[src/rtl/multiplicador_pkg.sv]
// Shared definitions for the sequential shift-and-add multiplier.
// Holds the control state encoding used by the FSM and the datapath.
package multiplicador_pkg;

    localparam int ESTADO_W = 3;

    typedef enum logic [ESTADO_W-1:0] {
        ESPERA    = 3'd0,
        CARGAR    = 3'd1,
        SUMAR     = 3'd2,
        DESPLAZAR = 3'd3,
        FIN       = 3'd4
    } estado_t;

endpackage

[src/rtl/multiplicador_secuencial_if.sv]
// start/busy/done handshake and operand/result bus of the sequential multiplier.
// master drives the request; slave is the multiplier itself.
interface multiplicador_secuencial_if #(
    parameter int W = 8
);
    logic           start;
    logic [W-1:0]   multiplicando;
    logic [W-1:0]   multiplicador;
    logic [2*W-1:0] producto;
    logic           ocupado;
    logic           done;

    modport master (
        output start, multiplicando, multiplicador,
        input  producto, ocupado, done
    );

    modport slave (
        input  start, multiplicando, multiplicador,
        output producto, ocupado, done
    );
endinterface

[src/rtl/multiplicador_control.sv]
// Control FSM of the shift-and-add multiplier: one add/shift pair per operand bit.
// Outputs are decoded from the state; only aceptar also depends on start.
module multiplicador_control
    import multiplicador_pkg::*;
(
    input  logic clk,
    input  logic rst,
    input  logic start,
    input  logic q0,
    input  logic ultimo,
    output logic aceptar,
    output logic cargar,
    output logic sumar,
    output logic desplazar,
    output logic fin,
    output logic ocupado
);

    estado_t estado, siguiente;

    always_ff @(posedge clk or negedge rst) begin
        if (!rst) estado <= ESPERA;
        else      estado <= siguiente;
    end

    always_comb begin
        siguiente = ESPERA;
        aceptar   = 1'b0;
        cargar    = 1'b0;
        sumar     = 1'b0;
        desplazar = 1'b0;
        fin       = 1'b0;
        ocupado   = 1'b0;
        case (estado)
            ESPERA: begin
                if (start) begin
                    aceptar   = 1'b1;
                    siguiente = CARGAR;
                end
            end
            CARGAR: begin
                cargar    = 1'b1;
                ocupado   = 1'b1;
                siguiente = SUMAR;
            end
            SUMAR: begin
                sumar     = q0;
                ocupado   = 1'b1;
                siguiente = DESPLAZAR;
            end
            DESPLAZAR: begin
                desplazar = 1'b1;
                ocupado   = 1'b1;
                siguiente = ultimo ? FIN : SUMAR;
            end
            FIN: begin
                fin       = 1'b1;
                ocupado   = 1'b1;
                siguiente = ESPERA;
            end
            default: siguiente = ESPERA;
        endcase
    end

endmodule

[src/rtl/multiplicador_secuencial.sv]
// Sequential unsigned W x W -> 2W multiplier: accumulator, multiplier shift
// register and bit counter, sequenced by multiplicador_control.
module multiplicador_secuencial
    import multiplicador_pkg::*;
#(
    parameter int W = 8
) (
    input  logic                        clk,
    input  logic                        rst,
    multiplicador_secuencial_if.slave   bus
);

    localparam int CONT_W = $clog2(W + 1);

    logic [W-1:0]      acc, q, a_reg;
    logic              carry;
    logic [CONT_W-1:0] contador;
    logic [2*W-1:0]    producto;
    logic [W:0]        suma;
    logic              aceptar, cargar, sumar, desplazar, fin, ocupado, ultimo;

    assign suma   = {1'b0, acc} + {1'b0, a_reg};
    assign ultimo = (contador == CONT_W'(1));

    multiplicador_control u_control (
        .clk       (clk),
        .rst       (rst),
        .start     (bus.start),
        .q0        (q[0]),
        .ultimo    (ultimo),
        .aceptar   (aceptar),
        .cargar    (cargar),
        .sumar     (sumar),
        .desplazar (desplazar),
        .fin       (fin),
        .ocupado   (ocupado)
    );

    always_ff @(posedge clk or negedge rst) begin
        if (!rst) begin
            acc      <= '0;
            q        <= '0;
            a_reg    <= '0;
            carry    <= 1'b0;
            contador <= '0;
            producto <= '0;
        end else begin
            if (aceptar) begin
                a_reg <= bus.multiplicando;
                q     <= bus.multiplicador;
                acc   <= '0;
                carry <= 1'b0;
            end
            if (cargar) contador <= CONT_W'(W);
            if (sumar) {carry, acc} <= suma;
            // The carry re-enters at the top of acc, so no product bit is lost.
            if (desplazar) begin
                {carry, acc, q} <= {1'b0, carry, acc, q[W-1:1]};
                contador        <= contador - CONT_W'(1);
                if (ultimo) producto <= {carry, acc, q[W-1:1]};
            end
        end
    end

    assign bus.producto = producto;
    assign bus.ocupado  = ocupado;
    assign bus.done     = fin;

endmodule
[src/flat_wrapper.sv]
// flat-port wrapper written by rule: the top's interface ports become plain ports
module multiplicador_secuencial_flat import multiplicador_pkg::*;
#(
    parameter int W = 8
)
  (clk, rst, bus_start, bus_multiplicando, bus_multiplicador, bus_producto, bus_ocupado, bus_done);
  multiplicador_secuencial_if #(.W(W)) bus_i ();
  input  logic clk;
  input  logic rst;
  input wire logic [$bits(bus_i.start)-1:0] bus_start;
  input wire logic [$bits(bus_i.multiplicando)-1:0] bus_multiplicando;
  input wire logic [$bits(bus_i.multiplicador)-1:0] bus_multiplicador;
  output wire logic [$bits(bus_i.producto)-1:0] bus_producto;
  output wire logic [$bits(bus_i.ocupado)-1:0] bus_ocupado;
  output wire logic [$bits(bus_i.done)-1:0] bus_done;
  assign bus_i.start = bus_start;
  assign bus_i.multiplicando = bus_multiplicando;
  assign bus_i.multiplicador = bus_multiplicador;
  assign bus_producto = bus_i.producto;
  assign bus_ocupado = bus_i.ocupado;
  assign bus_done = bus_i.done;
  multiplicador_secuencial #(.W(W)) u_core (.clk(clk), .rst(rst), .bus(bus_i));
endmodule
[config.mk]
export PLATFORM = sky130hd
export DESIGN_NAME = multiplicador_secuencial_flat
export DESIGN_NICKNAME = d
export VERILOG_FILES = /design/src/rtl/multiplicador_pkg.sv /design/src/rtl/multiplicador_secuencial_if.sv /design/src/rtl/multiplicador_control.sv /design/src/rtl/multiplicador_secuencial.sv /design/src/flat_wrapper.sv
export SDC_FILE = /design/constraint.sdc
export NUM_CORES = 1
export LEC_CHECK = 0
export BUFFER_PORTS_ARGS = -buffer_cell sky130_fd_sc_hd__clkbuf_2
export CAP_MARGIN = 40
export CORE_MARGIN = 2
export CORE_UTILIZATION = 30
export CTS_BUF_LIST = sky130_fd_sc_hd__clkbuf_8
export CTS_CLUSTER_DIAMETER = 200
export CTS_CLUSTER_SIZE = 24
export DETAILED_ROUTE_END_ITERATION = 10
export GPL_ROUTABILITY_DRIVEN = 0
export GPL_TIMING_DRIVEN = 0
export PLACE_DENSITY_LB_ADDON = 0.08
export SETUP_SLACK_MARGIN = 0.3
export SLEW_MARGIN = 30
export SYNTH_ARGS = -nofsm -noshare
export SYNTH_HDL_FRONTEND = slang
export SYNTH_SLANG_ARGS = --single-unit
[constraint.sdc]
create_clock -name clk -period 2.65 [get_ports clk]
set_clock_uncertainty 0.1 [all_clocks]
set_input_delay 0.53 -clock clk [delete_from_list [all_inputs] [get_ports clk]]
set_output_delay 0.53 -clock clk [all_outputs]
set_load 0.02 [all_outputs]
==> results of run 1 <==
==> Yosys cell counts <==
cell type and count:
dfrtp_1 48, nor2_1 28, mux2_2 25, ha_1 10, nand2_1 9, o22ai_1 9, o21ai_0 8, inv_1 7
a21oi_1 6, a211oi_1 4, buf_6 4, clkbuf_1 4, nand2b_1 4, a222oi_1 3, nor3_1 3, a221o_1 2
a221oi_1 2, a22oi_1 2, mux2i_1 2, nand3_1 2, nor2b_1 2, xnor2_1 2, a211o_1 1, a21o_1 1
a22o_1 1, and2_1 1, and3_1 1, fa_1 1, nand4b_1 1, nor4_2 1, o211ai_1 1, o21a_1 1
o21ai_1 1, o311ai_1 1, o31a_4 1, o31ai_1 1, o32a_1 1, or2_2 1, or4b_4 1
==> power breakdown <==
group          internal (mW)  switching [mW]
combinational          0.845            1.02
sequential              1.09           0.260
clock                  0.179           0.244
==> final cells by class <==
type | instances | area, um^2
fillers | 791 | 4910
flip-flops and latches | 48 | 1200
multi-input cells | 140 | 1060
repair buffers | 36 | 183
well taps | 102 | 128
clock buffers | 5 | 68.8
plain buffers | 8 | 60.1
inverters | 7 | 26.3
clock inverters | 2 | 12.5
==> worst max-delay path, cell delays in order (launching register included) <==
cell and delay [ns]:
dfrtp_1 0.43, ha_1 0.25, fa_1 0.42, a21oi_1 0.19
o21ai_0 0.19, o21ai_1 0.20, a21oi_1 0.09, a221o_1 0.26
==> worst paths after layout <==
path                                        startpoint                         end  cells after the start
worst max-delay path                     u_core.acc[0]                u_core.carry                      7
worst min-delay path                               rst      u_core.bus.producto[9]                      1
worst max register to register           u_core.acc[0]                u_core.carry                      7
worst min register to register  u_core.bus.producto[4]      u_core.bus.producto[4]                      1
max in group asynchronous                          rst               u_core.acc[3]                      1
min in group clk                             bus_start  u_core.u_control.estado[0]                      2
==> cells by family (layout without fill, tap and decap cells) <==
logic type,count (synthesis),after routing,synth area share (%)
and+or+nand+nor,54,54,10.9
DFF,48,48,51.4
AOI/OAI and AO/OA,46,46,14.0
muxes,27,27,12.9
buffers and inverters,15,58,3.70
adders and majority gates,11,11,6.22
xor gates and xnor gates,2,2,0.750
==> repair_timing <==
action,4_1_cts,5_1_grt
gates resized for setup,0,2
endpoints found under the setup margin,0,2
endpoints found under the hold margin,0,0
==> metal layers <==
layer | GRT usage, % | share of wire [%] | up-vias
met1 | 18.4 | 49 | 824
met3 | 2.96 | 4.1 | 4
met5 | 0 | 0 | -
li1 | - | - | 830
met2 | 21.1 | 46 | 34
met4 | 3.73 | 1.0 | 0
==> flow_metrics.py, run 1 <==
metrics = {
    "placement": {
        "dp_cells": 341,
        "postPlaceCellArea_um2": 2650,
        "numPortBuffers": 36,
        "place_hpwl_um": 3520,
        "pre_cts_slack_ns": 0.378,
    },
    "finish": {
        "final_cell_mix": "48 x dfrtp_1, 35 x clkbuf_2, 27 x nor2_1, 25 x mux2_2, 10 x ha_1",
        "final_cells": 348,
        "fin_util_pct": 35.8,
        "largest_reg_flops": 16,
        "final_area_um2": 2740,
        "drive_gt1_share_pct": 31.3,
        "largest-register": "u_core.bus.producto",
        "nNetsFinal": 276,
        "diodes": 0,
        "area_growth_syn_to_layout_pct": 17.3,
        "final_common_cell": "dfrtp_1",
    },
    "flow_run": {
        "max-cap-violations": 0,
    },
    "clocking": {
        "cts_max_level": 2,
        "clockRootBuffer": "clkbuf_8",
        "cts_buffers": 5,
        "insertion_delay_ns": 0.30,
        "postCtsHoldBufs": 0,
        "clock_path_buffers": 2,
        "postCtsSetupRepairBufs": 0,
        "cts_tree": "built",
        "cts.reportedPaths.clkPinSlew_ns": 0.09,
        "cts.sinks": 48,
    },
    "power": {
        "p_leak_nw": 1.24,
        "power.density_nw_per_um2": 1330,
        "peakVddDrop_uv": 372,
        "finalPower_mw": 3.64,
    },
    "min_path": {
        "hold_path.class": "primary input to async pin",
    },
    "synth": {
        "netlist_instances": 203,
        "ys_seq_area_share_pct": 51.4,
        "synth_area_leader_cell": "dfrtp_1",
        "avgSynthCellArea_um2": 11.5,
        "synth_nets": 233,
        "ys_top_cells_by_area": "dfrtp_1 51%, mux2_2 12%, ha_1 5.4%",
        "yosysTopAreaCellShare_pct": 51.4,
        "ys_ff_latch": 48,
        "synthesis.area_um2": 2330,
        "post_synth_num_cell_types": 39,
        "yosys_warnings": 0,
    },
    "sta": {
        "whs_ns": 0.175,
        "tightest_slew_ns": 0.669,
        "setup_viol": 0,
        "layout_min_cycle_time_ns": 2.23,
        "rsz0062_at_grt": "no",
        "tns_ns": 0,
        "fmax_mhz": 449,
        "finalMaxSlewViolations": 0,
        "hold_viol": 0,
        "slew_headroom_pct": 55.1,
        "period_share_pct": 84.0,
        "worst_slack_ns": 0.423,
    },
    "die": {
        "die_h_um": 92.2,
        "io_pins": 37,
        "fp.dieArea_um2": 8500,
        "core_area_um2": 7650,
        "die_w_um": 92.2,
        "num_rows": 32,
        "start_util_pct": 30.5,
    },
    "setup_path": {
        "crit_required_ns": 2.74,
        "path_max_fanout": 4,
        "worst-r2r-setup-slack_ns": 0.42,
        "critPathKind": "flop to flop",
        "cp-end-kind": "flop",
        "worstPathArrival_ns": 2.32,
        "start_kind": "flop",
    },
    "global_routing": {
        "antenna_found_initial": 0,
        "grt_max_degree": 49,
        "overflow": 0,
        "grt_pass1_wl_um": 8820,
        "track_usage_pct": 13.3,
        "first_global_vias": 1712,
    },
    "route": {
        "post_drt_via_cell_ratio": 4.86,
        "dr.first_iter.drc_count": 58,
        "drt_first_pass_iters": 4,
        "vias": 1692,
        "wl_per_cell_um": 14.5,
        "drc": 0,
        "wirelength_um": 5040,
        "antenna_left": 0,
    },
    "run_status": {
        "status": "finished, final reports clean",
    },
}
(Power assumes the default switching activity.)
==> run 2, diff against run 1 <==
clock period = 2.3 ns   (was 2.65 ns; I/O delays follow)
==> flow_metrics.py, run 2 (synthesized netlist as in run 1, its figures left out) <==
metrics = {
    "finish": {
        "register_area_um2": 1200,
        "drive_gt1_share_pct": 43.0,
        "largest-register": "u_core.bus.producto",
        "final_cells": 365,
        "nNetsFinal": 292,
        "diodes": 0,
        "n_fill_cell": 775,
        "area_growth_syn_to_layout_pct": 29.0,
        "multi_input_area_um2": 1160,
        "final_common_cell": "dfrtp_1",
        "largest_reg_flops": 16,
        "fin_util_pct": 39.4,
        "final_cell_mix": "46 x dfrtp_1, 35 x clkbuf_2, 26 x nor2_1, 24 x mux2_2, 14 x buf_4",
    },
    "die": {
        "die_w_um": 92.2,
        "start_util_pct": 30.5,
        "core_area_um2": 7650,
        "num_rows": 32,
        "fp.dieArea_um2": 8500,
        "die_h_um": 92.2,
        "io_pins": 37,
    },
    "power": {
        "finalPower_mw": 4.70,
        "swShare_pct": 41.7,
        "cell_internal_pwr_mw": 2.74,
        "p_switching_mw": 1.96,
        "pwr-share-clk_pct": 10.6,
        "p_leak_nw": 1.37,
        "combPwrFrac_pct": 56.0,
        "power.density_nw_per_um2": 1560,
        "peakVddDrop_uv": 466,
        "seqPwrFrac_pct": 33.3,
    },
    "clocking": {
        "cts.reportedPaths.clkPinSlew_ns": 0.09,
        "cts_max_level": 2,
        "cts_buffers": 5,
        "insertion_delay_ns": 0.30,
        "postCtsHoldBufs": 0,
        "clockRootBuffer": "clkbuf_8",
        "cts.sinks": 48,
        "clock_path_buffers": 2,
        "cts_tree": "built",
    },
    "sta": {
        "slew_headroom_pct": 54.3,
        "setup_viol": 0,
        "finalMaxSlewViolations": 0,
        "rsz0062_at_grt": "yes",
        "whs_ns": 0.111,
        "hold_viol": 0,
        "worst_slack_ns": 0.279,
        "layout_min_cycle_time_ns": 2.02,
        "period_share_pct": 87.8,
        "fmax_mhz": 495,
        "tightest_slew_ns": 0.686,
    },
    "flow_run": {
        "max-cap-violations": 0,
    },
    "global_routing": {
        "grt_max_degree": 49,
        "track_usage_pct": 13.5,
        "grt_pass1_wl_um": 8750,
        "first_global_vias": 1672,
        "antenna_found_initial": 0,
        "overflow": 0,
    },
    "run_status": {
        "status": "finished, final reports clean",
    },
    "setup_path": {
        "critPathLaunch": "u_core.u_control.estado[1]",
        "start_kind": "flop",
        "path_max_fanout": 3,
        "critPathKind": "flop to flop",
        "cp-end-kind": "flop",
        "r2r-start": "u_core.u_control.estado[1]",
        "worstPathArrival_ns": 2.09,
        "crit_required_ns": 2.37,
    },
    "route": {
        "post_drt_via_cell_ratio": 4.67,
        "antenna_left": 0,
        "vias": 1706,
        "drc": 0,
        "dr.first_iter.drc_count": 69,
        "drt_first_pass_iters": 4,
        "wirelength_um": 5400,
        "wl_per_cell_um": 14.8,
    },
    "min_path": {
        "hold_path.class": "primary input to async pin",
    },
    "placement": {
        "dp_cells": 341,
        "numPortBuffers": 36,
        "pre_cts_slack_ns": 0.0663,
        "place_hpwl_um": 3470,
    },
}
-- run 2: stage by stage --
stage                     TNS [ns]  area [um^2]
final                            0         3010
after global routing             0         3010
after CTS                        0         2930
after detailed placement         0         2650
after global placement       -1.33         2640
after floorplan                  0         2330
-- run 2: path summary, 6_finish.rpt --
| path | end | depth (start not counted) | slack (ns) |
|---|---|---|---|
| min in group clk | u_core.u_control.estado[0] | 2 | 0.28 |
| setup reg to reg | u_core.acc[7] | 8 | 0.28 |
| hold reg to reg | u_core.bus.producto[8] | 1 | 0.41 |
| hold / removal | u_core.bus.producto[11] | 1 | 0.11 |
| setup / recovery | u_core.acc[7] | 8 | 0.28 |
| max in group asynchronous | u_core.u_control.estado[0] | 1 | 1.49 |
-- run 2: final cells by class --
| type | count | area share (%) |
|---|---|---|
| tap | 102 | 4.24 |
| timing repair buffer | 52 | 11.1 |
| clock buffer | 5 | 2.29 |
| clock inverter | 3 | 0.623 |
| multi-input combinational | 140 | 38.4 |
| sequential | 48 | 40.0 |
| buffer | 8 | 2.45 |
| inverter | 7 | 0.872 |
-- run 2: what timing repair did --
action | CTS | global route
endpoints found under the setup margin | 19 | 34
gates resized for setup | 21 | 13
cloned | 1 | 0
pin swaps | 7 | 12
setup buffers | 11 | 4
-- run 2: layer usage --
metal / vias up / GRT usage, % / share of wire (%)
met5: - / 0 / 0
met4: 0 / 3.73 / 0.50
met3: 2 / 3.20 / 3.5
met2: 31 / 20.0 / 45
met1: 815 / 19.6 / 51
li1: 858 / - / -
-- run 2: critical path, stage by stage (launching register included) --
cell,delay (ns)
dfrtp_1,0.39
buf_6,0.12
or4b_4,0.48
buf_8,0.14
o31a_4,0.13
buf_4,0.15
a211oi_2,0.18
mux2_4,0.18
a221oi_2,0.03
-- run 2: power groups by stage --
stage                     logic (mW)  clock network (mW)  registers (mW)
after CTS                       2.48               0.541            1.57
after global routing            2.92               0.565            1.64
after global placement          2.13                   0            1.58
after floorplan                 1.49                   0            1.66
final                           2.64               0.500            1.57
after detailed placement        2.15                   0            1.58
